[src/rtl/sdram_pkg.sv]
// Shared types and widths for the SDRAM round-robin scheduler.
package sdram_pkg;

    localparam int SDRAM_ADDR_W = 26;
    localparam int SDRAM_DATA_W = 32;
    localparam int SDRAM_BE_W   = 4;
    localparam int MASTER_ID_W  = 3;
    localparam int AGE_W        = 8;

    // ID 0 means "no master"; masters are numbered from 1.
    typedef logic [MASTER_ID_W-1:0] master_id_t;

    typedef enum logic {
        ST_IDLE  = 1'b0,
        ST_ISSUE = 1'b1
    } sched_state_t;

endpackage

[src/rtl/sdram_rr_pick.sv]
// Rotating-priority picker: grants the first set mask bit after the master
// whose ID is ptr_i, wrapping from the highest ID back to ID 1.
module sdram_rr_pick
    import sdram_pkg::*;
#(
    parameter int N = 4
) (
    input  logic [N-1:0] mask_i,
    input  master_id_t   ptr_i,
    output logic [N-1:0] grant_o
);

    int   idx;
    logic found;

    always_comb begin
        grant_o = '0;
        found   = 1'b0;
        idx     = 0;
        // Bit index ptr_i is master ptr_i+1, the first candidate after ptr_i.
        for (int k = 1; k <= N; k++) begin
            idx = (int'(ptr_i) - 1 + k) % N;
            if (!found && mask_i[idx]) begin
                grant_o[idx] = 1'b1;
                found        = 1'b1;
            end
        end
    end

endmodule

[src/rtl/sdram_rr_scheduler.sv]
// Single-slot round-robin SDRAM request scheduler with read-in-flight tracking.
// Optional starvation boost is enabled by defining SDRAM_AGE_BOOST_EN.
module sdram_rr_scheduler
    import sdram_pkg::*;
#(
    parameter int NUM_MASTERS = 4,
    parameter int AGE_LIMIT   = 64
) (
    input  logic                              clock,
    input  logic                              reset,
    input  logic [NUM_MASTERS-1:0]            mst_request,
    input  logic [NUM_MASTERS-1:0]            mst_write,
    input  logic [NUM_MASTERS-1:0]            mst_burst,
    input  logic [NUM_MASTERS*SDRAM_ADDR_W-1:0] mst_addr,
    input  logic [NUM_MASTERS*SDRAM_BE_W-1:0] mst_byte_enable,
    input  logic [NUM_MASTERS*SDRAM_DATA_W-1:0] mst_wdata,
    output logic [NUM_MASTERS-1:0]            mst_ack,
    output logic [NUM_MASTERS-1:0]            mst_rdvalid,
    output logic [NUM_MASTERS-1:0]            mst_complete,
    output logic [SDRAM_DATA_W-1:0]           mst_rdata,
    output master_id_t                        sdram_req,
    output logic [SDRAM_ADDR_W-1:0]           sdram_addr,
    output logic                              sdram_write,
    output logic                              sdram_burst,
    output logic [SDRAM_BE_W-1:0]             sdram_byte_enable,
    output logic [SDRAM_DATA_W-1:0]           sdram_wdata,
    input  logic                              sdram_ack,
    input  logic [SDRAM_DATA_W-1:0]           sdram_rdata,
    input  master_id_t                        sdram_rdvalid,
    input  logic                              sdram_complete,
    output logic                              sched_error
);

    sched_state_t              state_q, state_d;
    master_id_t                rr_ptr_q, rr_ptr_d;
    master_id_t                slot_id_q;
    logic                      slot_write_q, slot_burst_q;
    logic [SDRAM_ADDR_W-1:0]   slot_addr_q;
    logic [SDRAM_BE_W-1:0]     slot_be_q;
    logic [SDRAM_DATA_W-1:0]   slot_wdata_q;
    logic [NUM_MASTERS-1:0]    inflight_q, inflight_d;
    logic                      err_q, err_d;

    logic [NUM_MASTERS-1:0]    eligible, rr_grant, grant_oh;
    master_id_t                grant_id;
    logic                      grant_valid;
    logic [SDRAM_ADDR_W-1:0]   sel_addr;
    logic [SDRAM_BE_W-1:0]     sel_be;
    logic [SDRAM_DATA_W-1:0]   sel_wdata;
    logic                      sel_write, sel_burst;

    assign eligible = mst_request & ~inflight_q;

    sdram_rr_pick #(.N(NUM_MASTERS)) u_pick (
        .mask_i  (eligible),
        .ptr_i   (rr_ptr_q),
        .grant_o (rr_grant)
    );

`ifdef SDRAM_AGE_BOOST_EN
    logic [NUM_MASTERS-1:0] aged;
    logic [NUM_MASTERS-1:0] aged_first;
    logic                   aged_found;

    for (genvar gi = 0; gi < NUM_MASTERS; gi++) begin : g_age
        logic [AGE_W-1:0] age_q;
        always_ff @(posedge clock) begin
            if (!reset) begin
                age_q <= '0;
            end else if (mst_request[gi] && !mst_ack[gi]) begin
                age_q <= (age_q == {AGE_W{1'b1}}) ? age_q : age_q + 8'd1;
            end else begin
                age_q <= '0;
            end
        end
        assign aged[gi] = eligible[gi] && (age_q >= 8'(AGE_LIMIT));
    end

    // Starved masters bypass the rotation; the lowest ID among them wins.
    always_comb begin
        aged_first = '0;
        aged_found = 1'b0;
        for (int i = 0; i < NUM_MASTERS; i++) begin
            if (!aged_found && aged[i]) begin
                aged_first[i] = 1'b1;
                aged_found    = 1'b1;
            end
        end
        grant_oh = aged_found ? aged_first : rr_grant;
    end
`else
    assign grant_oh = rr_grant;
`endif

    always_comb begin
        grant_id  = '0;
        sel_addr  = '0;
        sel_be    = '0;
        sel_wdata = '0;
        sel_write = 1'b0;
        sel_burst = 1'b0;
        for (int i = 0; i < NUM_MASTERS; i++) begin
            if (grant_oh[i]) begin
                grant_id  = master_id_t'(i + 1);
                sel_addr  = mst_addr[i*SDRAM_ADDR_W +: SDRAM_ADDR_W];
                sel_be    = mst_byte_enable[i*SDRAM_BE_W +: SDRAM_BE_W];
                sel_wdata = mst_wdata[i*SDRAM_DATA_W +: SDRAM_DATA_W];
                sel_write = mst_write[i];
                sel_burst = mst_burst[i];
            end
        end
    end

    always_comb begin
        state_d     = state_q;
        rr_ptr_d    = rr_ptr_q;
        grant_valid = 1'b0;
        case (state_q)
            ST_IDLE: begin
                if (reset && (|eligible)) begin
                    grant_valid = 1'b1;
                    state_d     = ST_ISSUE;
                    rr_ptr_d    = grant_id;
                end
            end
            ST_ISSUE: begin
                if (sdram_ack) begin
                    state_d = ST_IDLE;
                end
            end
            default: state_d = ST_IDLE;
        endcase
    end

    assign mst_ack = grant_valid ? grant_oh : '0;

    always_ff @(posedge clock) begin
        if (!reset) begin
            state_q  <= ST_IDLE;
            rr_ptr_q <= master_id_t'(NUM_MASTERS);
        end else begin
            state_q  <= state_d;
            rr_ptr_q <= rr_ptr_d;
        end
    end

    always_ff @(posedge clock) begin
        if (!reset) begin
            slot_id_q    <= '0;
            slot_write_q <= 1'b0;
            slot_burst_q <= 1'b0;
        end else if (grant_valid) begin
            slot_id_q    <= grant_id;
            slot_write_q <= sel_write;
            slot_burst_q <= sel_burst;
        end else if (state_q == ST_ISSUE && sdram_ack) begin
            slot_id_q    <= '0;
            slot_write_q <= 1'b0;
            slot_burst_q <= 1'b0;
        end
    end

    // Payload registers need no reset: they are only observed while a slot is valid.
    always_ff @(posedge clock) begin
        if (grant_valid) begin
            slot_addr_q  <= sel_addr;
            slot_be_q    <= sel_be;
            slot_wdata_q <= sel_wdata;
        end
    end

    for (genvar gi = 0; gi < NUM_MASTERS; gi++) begin : g_rdv
        assign mst_rdvalid[gi]  = (sdram_rdvalid == master_id_t'(gi + 1));
        assign mst_complete[gi] = sdram_complete & mst_rdvalid[gi];
    end

    // Clear first, then set, so a same-cycle set/clear leaves the flag set.
    always_comb begin
        inflight_d = inflight_q;
        for (int i = 0; i < NUM_MASTERS; i++) begin
            if (mst_complete[i]) begin
                inflight_d[i] = 1'b0;
            end
            if (state_q == ST_ISSUE && sdram_ack && !slot_write_q &&
                slot_id_q == master_id_t'(i + 1)) begin
                inflight_d[i] = 1'b1;
            end
        end
    end

    always_comb begin
        err_d = err_q;
        if (state_q == ST_IDLE && sdram_ack) begin
            err_d = 1'b1;
        end
        if (sdram_complete && !(|(mst_rdvalid & inflight_q))) begin
            err_d = 1'b1;
        end
        if (sdram_rdvalid != '0 && int'(sdram_rdvalid) > NUM_MASTERS) begin
            err_d = 1'b1;
        end
    end

    always_ff @(posedge clock) begin
        if (!reset) begin
            inflight_q <= '0;
            err_q      <= 1'b0;
        end else begin
            inflight_q <= inflight_d;
            err_q      <= err_d;
        end
    end

    assign mst_rdata         = sdram_rdata;
    assign sdram_req         = slot_id_q;
    assign sdram_write       = slot_write_q;
    assign sdram_burst       = slot_burst_q;
    assign sdram_addr        = slot_addr_q;
    assign sdram_byte_enable = slot_be_q;
    assign sdram_wdata       = slot_wdata_q;
    assign sched_error       = err_q;

endmodule

[config.mk]
export PLATFORM = sky130hd
export DESIGN_NAME = sdram_rr_scheduler
export DESIGN_NICKNAME = d
export VERILOG_FILES = /design/src/rtl/sdram_pkg.sv /design/src/rtl/sdram_rr_pick.sv /design/src/rtl/sdram_rr_scheduler.sv
export SDC_FILE = /design/constraint.sdc
export NUM_CORES = 1
export LEC_CHECK = 0
export CAP_MARGIN = 30
export CORE_AREA = 5 5 158 160
export DETAILED_ROUTE_END_ITERATION = 10
export DIE_AREA = 0 0 163 165
export PLACE_DENSITY = 0.59
export SKIP_CTS_REPAIR_TIMING = 1
export SLEW_MARGIN = 40
export SYNTH_ARGS = -nofsm -noshare
export SYNTH_HDL_FRONTEND = slang
export SYNTH_SLANG_ARGS = --single-unit
[constraint.sdc]
create_clock -name clock -period 6.5 [get_ports clock]
set_clock_uncertainty 0.2 [all_clocks]
set_input_delay 1.625 -clock clock [delete_from_list [all_inputs] [get_ports clock]]
set_output_delay 1.625 -clock clock [all_outputs]
set_load 0.02 [all_outputs]
==> metrics.yaml, run 1 <==
status: "completed"
grt_pass1_wl_mm: 33.7
grt_antenna_before_repair: 0
place_area_mm2: 0.00857
wl_per_cell_um: 20.9
num-nets-final: 1111
p_leak_nw: 2.97
fin_crit_ns: 6.12
total_power_mw: 3.02
vias: 5369
postSynthCellCount: 515
drv_cap: 0
path_depth: 8
grt-ovfl-total: 0
fp.coreArea_mm2: 0.0233
vias_per_cell: 4.75
critical_path.cell_chain: "clkdlybuf4s50_1, nor2b_1, nor2_1, mux4_2, a221o_1, a21o_4, and2_1, clkdlybuf4s50_1"
ant_nets: 0
async_reset_ff_share_pct: 0
r2r-end: "sdram_wdata[25]"
fp.dieW_um: 163
wl_mm: 23.6
cpPeakStageDelay_ns: 0.55
crit_buf_inv: 2
cts_tree: "built"
max_freq_mhz: 163
internal-power_mw: 1.81
hold_class: "reg2reg"
syn_area_mm2: 0.00502
cpMostUsedCell: "clkdlybuf4s50_1"
drt_pre_antenna_iters: 5
required_ns: 4.68
final_cell_mix: "346 x clkdlybuf4s50_1, 73 x nand2_1, 64 x o21ai_0"
fillers: 2351
ys_types: 43
root_buffer: "clkbuf_16"
critical-path-top-delay-family: "buffers and inverters"
seq_area_frac_synth_pct: 42.3
die-height_um: 165
holdPathEnd: "sdram_req[0]"
drc_errors: 0
tightest_slew_ns: 0.813
gp_routability_congestion: 0.838
hold_start: "sdram_req[0]"
drt_iter0_drc: 285
cp_max_fo: 5
dpl.hpwl_mm: 17.3
finalSetupViolations: 0
io_pins: 411
r2r-start: "rr_ptr_q[0]"
finalHoldViolCount: 0
ff2ff_setup_slack_ns: 2.55
start_util_pct: 21.6
final_area_mm2: 0.00889
pwr-share-clk_pct: 18.0
p_seq_share_pct: 25.6
grt_usage_pct: 16.4
final_common_cell: "clkdlybuf4s50_1"
synth_fp_nets: 820
start_kind: "input port"
end_kind: "primary output"
slew_headroom_pct: 45.8
clockBufferDepth: 2
synth-seq-cells: 75
p_comb_share_pct: 56.3
clock_sinks: 75
syn_avg_cell_area_um2: 9.74
cts_buffers: 9
hold_depth: 2
cp_slowest_cell: "clkdlybuf4s50_1"
path_class: "in2out"
grt_max_degree: 71
clk_pin_slew_ns: 0.06
p_sw_share_pct: 40.0
rsz0062_at_grt: "false"
ys.flop_type: "edfxtp_1"
peakVddDrop_mv: 0.311
final.setup.tns_ns: 0
antennaDiodeCount: 0
slew_viol_final: 0
drive_gt1_share_pct: 9.25
cp.arrival_ns: 4.29
p_per_area_mw_per_mm2: 340
synth_edf_count: 62
htreeDepth: 3
p_sw_mw: 1.21
ff2ff_path_depth: 10
io_buffers: 346
clock_latency_ns: 0.33
area_growth_pct: 77.3
dieArea_mm2: 0.0269
grt_pass1_vias: 5579
post-route-period-util_pct: 94.1
yosysWarnings: 0
std_cell_rows: 56
==> synth_stat cells, drive strengths merged (3+ instances only) <==
| cell type | n | share of area (%) |
|---|---|---|
| a21oi | 9 | 0.90 |
| a221o | 3 | 0.60 |
| a221oi | 67 | 17 |
| a32oi | 5 | 0.87 |
| and2 | 4 | 0.50 |
| buf | 53 | 7.7 |
| clkbuf | 23 | 1.7 |
| dfxtp | 13 | 5.2 |
| edfxtp | 62 | 37 |
| ha | 6 | 1.5 |
| inv | 7 | 0.52 |
| nand2 | 73 | 5.5 |
| nand2b | 7 | 0.87 |
| nand3 | 3 | 0.30 |
| nand4 | 5 | 0.62 |
| nor2 | 13 | 0.97 |
| nor2b | 4 | 0.50 |
| nor4 | 3 | 0.37 |
| o211ai | 5 | 0.75 |
| o21ai | 126 | 13 |
==> power groups by stage <==
stage	Clock [mW]	Sequential [mW]	Combinational, mW
6_report	0.545	0.775	1.70
5_1_grt	0.587	0.788	1.83
3_3_place_gp	0	0.782	1.69
3_5_place_dp	0	0.786	1.71
2_1_floorplan	0	0.928	0.903
4_1_cts	0.568	0.777	1.72
==> worst max-delay path by stage <==
| stage | endpoint | from | slack [ns] |
|---|---|---|---|
| finish | mst_ack[1] | mst_request[0] | 0.38 |
| global route | mst_ack[1] | mst_request[0] | 0.26 |
| CTS | mst_ack[1] | mst_request[0] | 0.37 |
| detailed placement | mst_ack[1] | mst_request[0] | 0.37 |
| global placement | mst_ack[1] | mst_request[0] | 0.41 |
| floorplan | mst_ack[1] | mst_request[0] | 0.63 |
==> registers in the layout (all words and copies together), names as in the netlist <==
| signal | cells |
|---|---|
| sdram_burst | 1 |
| state_q | 1 |
| inflight_q | 4 |
| sched_error | 1 |
| sdram_addr | 26 |
| rr_ptr_q | 2 |
| sdram_byte_enable | 4 |
| sdram_wdata | 32 |
| sdram_write | 1 |
| sdram_req | 3 |
==> worst register-to-register path, delay by kind of cell, from the launching register on <==
kind            cells  cell delay [ns]
buf+inv             2             0.75
simple gates        3             0.53
compound gates      4             1.32
fa+ha+maj           1             0.47
flops               1             0.52
==> layout make-up <==
cell class	instances	area, um^2	area share [%]
multi-input combinational	356	2450	27.6
inverter	8	31.3	0.352
clock buffer	10	229	2.58
sequential	75	2120	23.9
clock inverter	6	88.8	0.999
tap	319	399	4.49
timing repair buffer	356	3570	40.2
==> logic make-up (layout without fill, tap and decap cells) <==
| kind of cell | after synthesis | in the layout | synth area share (%) |
|---|---|---|---|
| buffers and inverters | 84 | 380 | 10.1 |
| AND/OR/NAND/NOR | 120 | 120 | 10.7 |
| AO/OA/AOI/OAI | 227 | 227 | 34.3 |
| multiplexers | 3 | 3 | 1.12 |
| adder cells (fa/ha/maj) | 6 | 6 | 1.50 |
| flip-flops | 75 | 75 | 42.3 |
==> per-layer routing <==
layer	GRT usage, %	vias up	wire length (um)
met5	0	-	0
met4	4.46	0	448
met2	29.4	242	11900
li1	-	2551	-
met3	5.19	44	2050
met1	18.9	2532	9150
==> through the flow <==
step | std cells | util, % | setup slack, ns | hold WS (ns)
2_1_floorplan | 515 | - | 0.628 | 0.265
3_3_place_gp | 1112 | 36.7 | 0.410 | 0.314
3_5_place_dp | 1114 | 36.9 | 0.371 | 0.325
4_1_cts | 1130 | 38.2 | 0.367 | 0.339
5_1_grt | 1130 | 38.2 | 0.258 | 0.369
6_report | 1130 | 38.2 | 0.380 | 0.340
No activity file was read; power rests on OpenSTA's default activity.
==> run 2, diff against run 1 <==
SLEW_MARGIN = not set   (was 40)
==> metrics.yaml, run 2 (synthesized netlist as in run 1, its figures left out) <==
p_per_area_mw_per_mm2: 340  # about the same
finalHoldViolCount: 0  # unchanged
die-height_um: 165  # unchanged
io_pins: 411  # unchanged
grt_usage_pct: 16.4  # about the same
tightest_slew_ns: 0.768  # was 0.813 ns
peakVddDrop_mv: 0.294  # was 0.311 mV
r2r-end: "sdram_wdata[25]"  # unchanged
post-route-period-util_pct: 94.3  # was 94.1%
wl_mm: 23.7  # was 23.6 mm
fin_crit_ns: 6.13  # was 6.12 ns
drt_iter0_drc: 263  # was 285
status: "completed"  # unchanged
dieArea_mm2: 0.0269  # unchanged
end_kind: "primary output"  # unchanged
grt_pass1_wl_mm: 33.6  # was 33.7 mm
drc_errors: 0  # unchanged
fp.coreArea_mm2: 0.0233  # unchanged
grt_max_degree: 71  # unchanged
p_leak_nw: 2.99  # was 2.97 nW
hold_depth: 2  # unchanged
num-nets-final: 1112  # was 1111
gp_routability_congestion: 0.838  # unchanged
final_common_cell: "clkdlybuf4s50_1"  # unchanged
vias: 5373  # was 5369
stdcell_count: 1131  # was 1130
clock_sinks: 75  # unchanged
dpl.hpwl_mm: 17.4  # was 17.3 mm
place_area_mm2: 0.00858  # was 0.00857 mm^2
total_power_mw: 3.03  # was 3.02 mW
required_ns: 4.68  # about the same
area_growth_pct: 77.8  # was 77.3%
r2r-start: "rr_ptr_q[0]"  # unchanged
start_util_pct: 21.6  # unchanged
start_kind: "input port"  # unchanged
rsz0062_at_grt: "false"  # unchanged
cts_tree: "built"  # unchanged
clockBufferDepth: 2  # unchanged
slew_headroom_pct: 48.8  # was 45.8%
grt_antenna_before_repair: 1  # was 0
hold_class: "reg2reg"  # unchanged
root_buffer: "clkbuf_16"  # unchanged
largest_register_ffs: 32  # unchanged
cpMostUsedCell: "clkdlybuf4s50_1"  # unchanged
ff2ff_path_depth: 10  # unchanged
path_class: "in2out"  # unchanged
ant_nets: 0  # unchanged
cp_slowest_cell: "clkdlybuf4s50_1"  # unchanged
fp.dieW_um: 163  # unchanged
grt-ovfl-total: 0  # unchanged
finalSetupViolations: 0  # unchanged
final.setup.tns_ns: 0  # unchanged
antennaDiodeCount: 0  # unchanged
clk_pin_slew_ns: 0.07  # was 0.06 ns
dp_cells: 1114  # unchanged
hold_start: "rr_ptr_q[1]"  # was sdram_req[0]
wl_per_cell_um: 21.0  # was 20.9 um
max_freq_mhz: 163  # about the same
slew_viol_final: 0  # unchanged
io_buffers: 346  # unchanged
critical_path.cell_chain: "clkdlybuf4s50_1, nor2b_1, nor2_1, mux4_2, a221o_1, a21o_4, and2_1, clkdlybuf4s50_1"  # unchanged
grt_pass1_vias: 5418  # was 5579
cpPeakStageDelay_ns: 0.54  # was 0.55 ns
drive_gt1_share_pct: 9.36  # was 9.25%
drv_cap: 0  # unchanged
holdPathEnd: "rr_ptr_q[1]"  # was sdram_req[0]
htreeDepth: 3  # unchanged
std_cell_rows: 56  # unchanged
cts_buffers: 9  # unchanged
vias_per_cell: 4.75  # about the same
clock_latency_ns: 0.34  # was 0.33 ns
cp_max_fo: 5  # unchanged
post-route-util_pct: 38.3  # was 38.2%
final_area_mm2: 0.00892  # was 0.00889 mm^2
final_cell_mix: "346 x clkdlybuf4s50_1, 73 x nand2_1, 64 x o21ai_0"  # unchanged
ff2ff_setup_slack_ns: 2.54  # was 2.55 ns
drt_pre_antenna_iters: 4  # was 5
cp.arrival_ns: 4.30  # was 4.29 ns
run 2: changes by cell type in the layout (fill, tap and decap cells not counted), sizes merged:
| cell | change |
|---|---|
| buf | +1 |
run 2: how the worst max path moves through the flow:
stage / start / to / cells past startpoint
floorplan: mst_request[0] / mst_ack[1] / 5
detailed placement: mst_request[0] / mst_ack[1] / 8
global placement: mst_request[0] / mst_ack[1] / 8
finish: mst_request[0] / mst_ack[1] / 8
global route: mst_request[0] / mst_ack[1] / 8
CTS: mst_request[0] / mst_ack[1] / 8
run 2: through the flow:
stage	hold WS, ns	worst slack (ns)
5_1_grt	0.377	0.260
6_report	0.336	0.373
2_1_floorplan	0.265	0.628
4_1_cts	0.336	0.371
3_3_place_gp	0.314	0.410
3_5_place_dp	0.326	0.377
run 2: area by class of cell:
cell class | count | area, um^2
multi-input cells | 356 | 2450
clock inverters | 6 | 88.8
fillers | 2377 | 14300
flip-flops and latches | 75 | 2120
clock buffers | 10 | 229
repair buffers | 357 | 3600
well taps | 319 | 399
inverters | 8 | 31.3
run 2: per-layer routing:
| metal | vias up | global-route usage [%] | share of wire [%] |
|---|---|---|---|
| met2 | 247 | 29.0 | 50 |
| li1 | 2550 | - | - |
| met5 | - | 0 | 0.055 |
| met4 | 2 | 4.77 | 2.2 |
| met1 | 2520 | 19.2 | 39 |
| met3 | 54 | 4.82 | 8.6 |
run 2: power breakdown:
group          internal, mW  leakage (nW)  switching, mW
registers             0.731         0.702         0.0439
logic                 0.753          2.14          0.961
clock network         0.337         0.149          0.209
total                  1.82          2.99           1.21
run 2: worst max-delay path, delay by kind of cell:
family | cells | cell delay (ns)
AO/OA/AOI/OAI | 2 | 0.58
multiplexers | 1 | 0.52
buffers and inverters | 2 | 1.01
AND/OR/NAND/NOR | 3 | 0.55
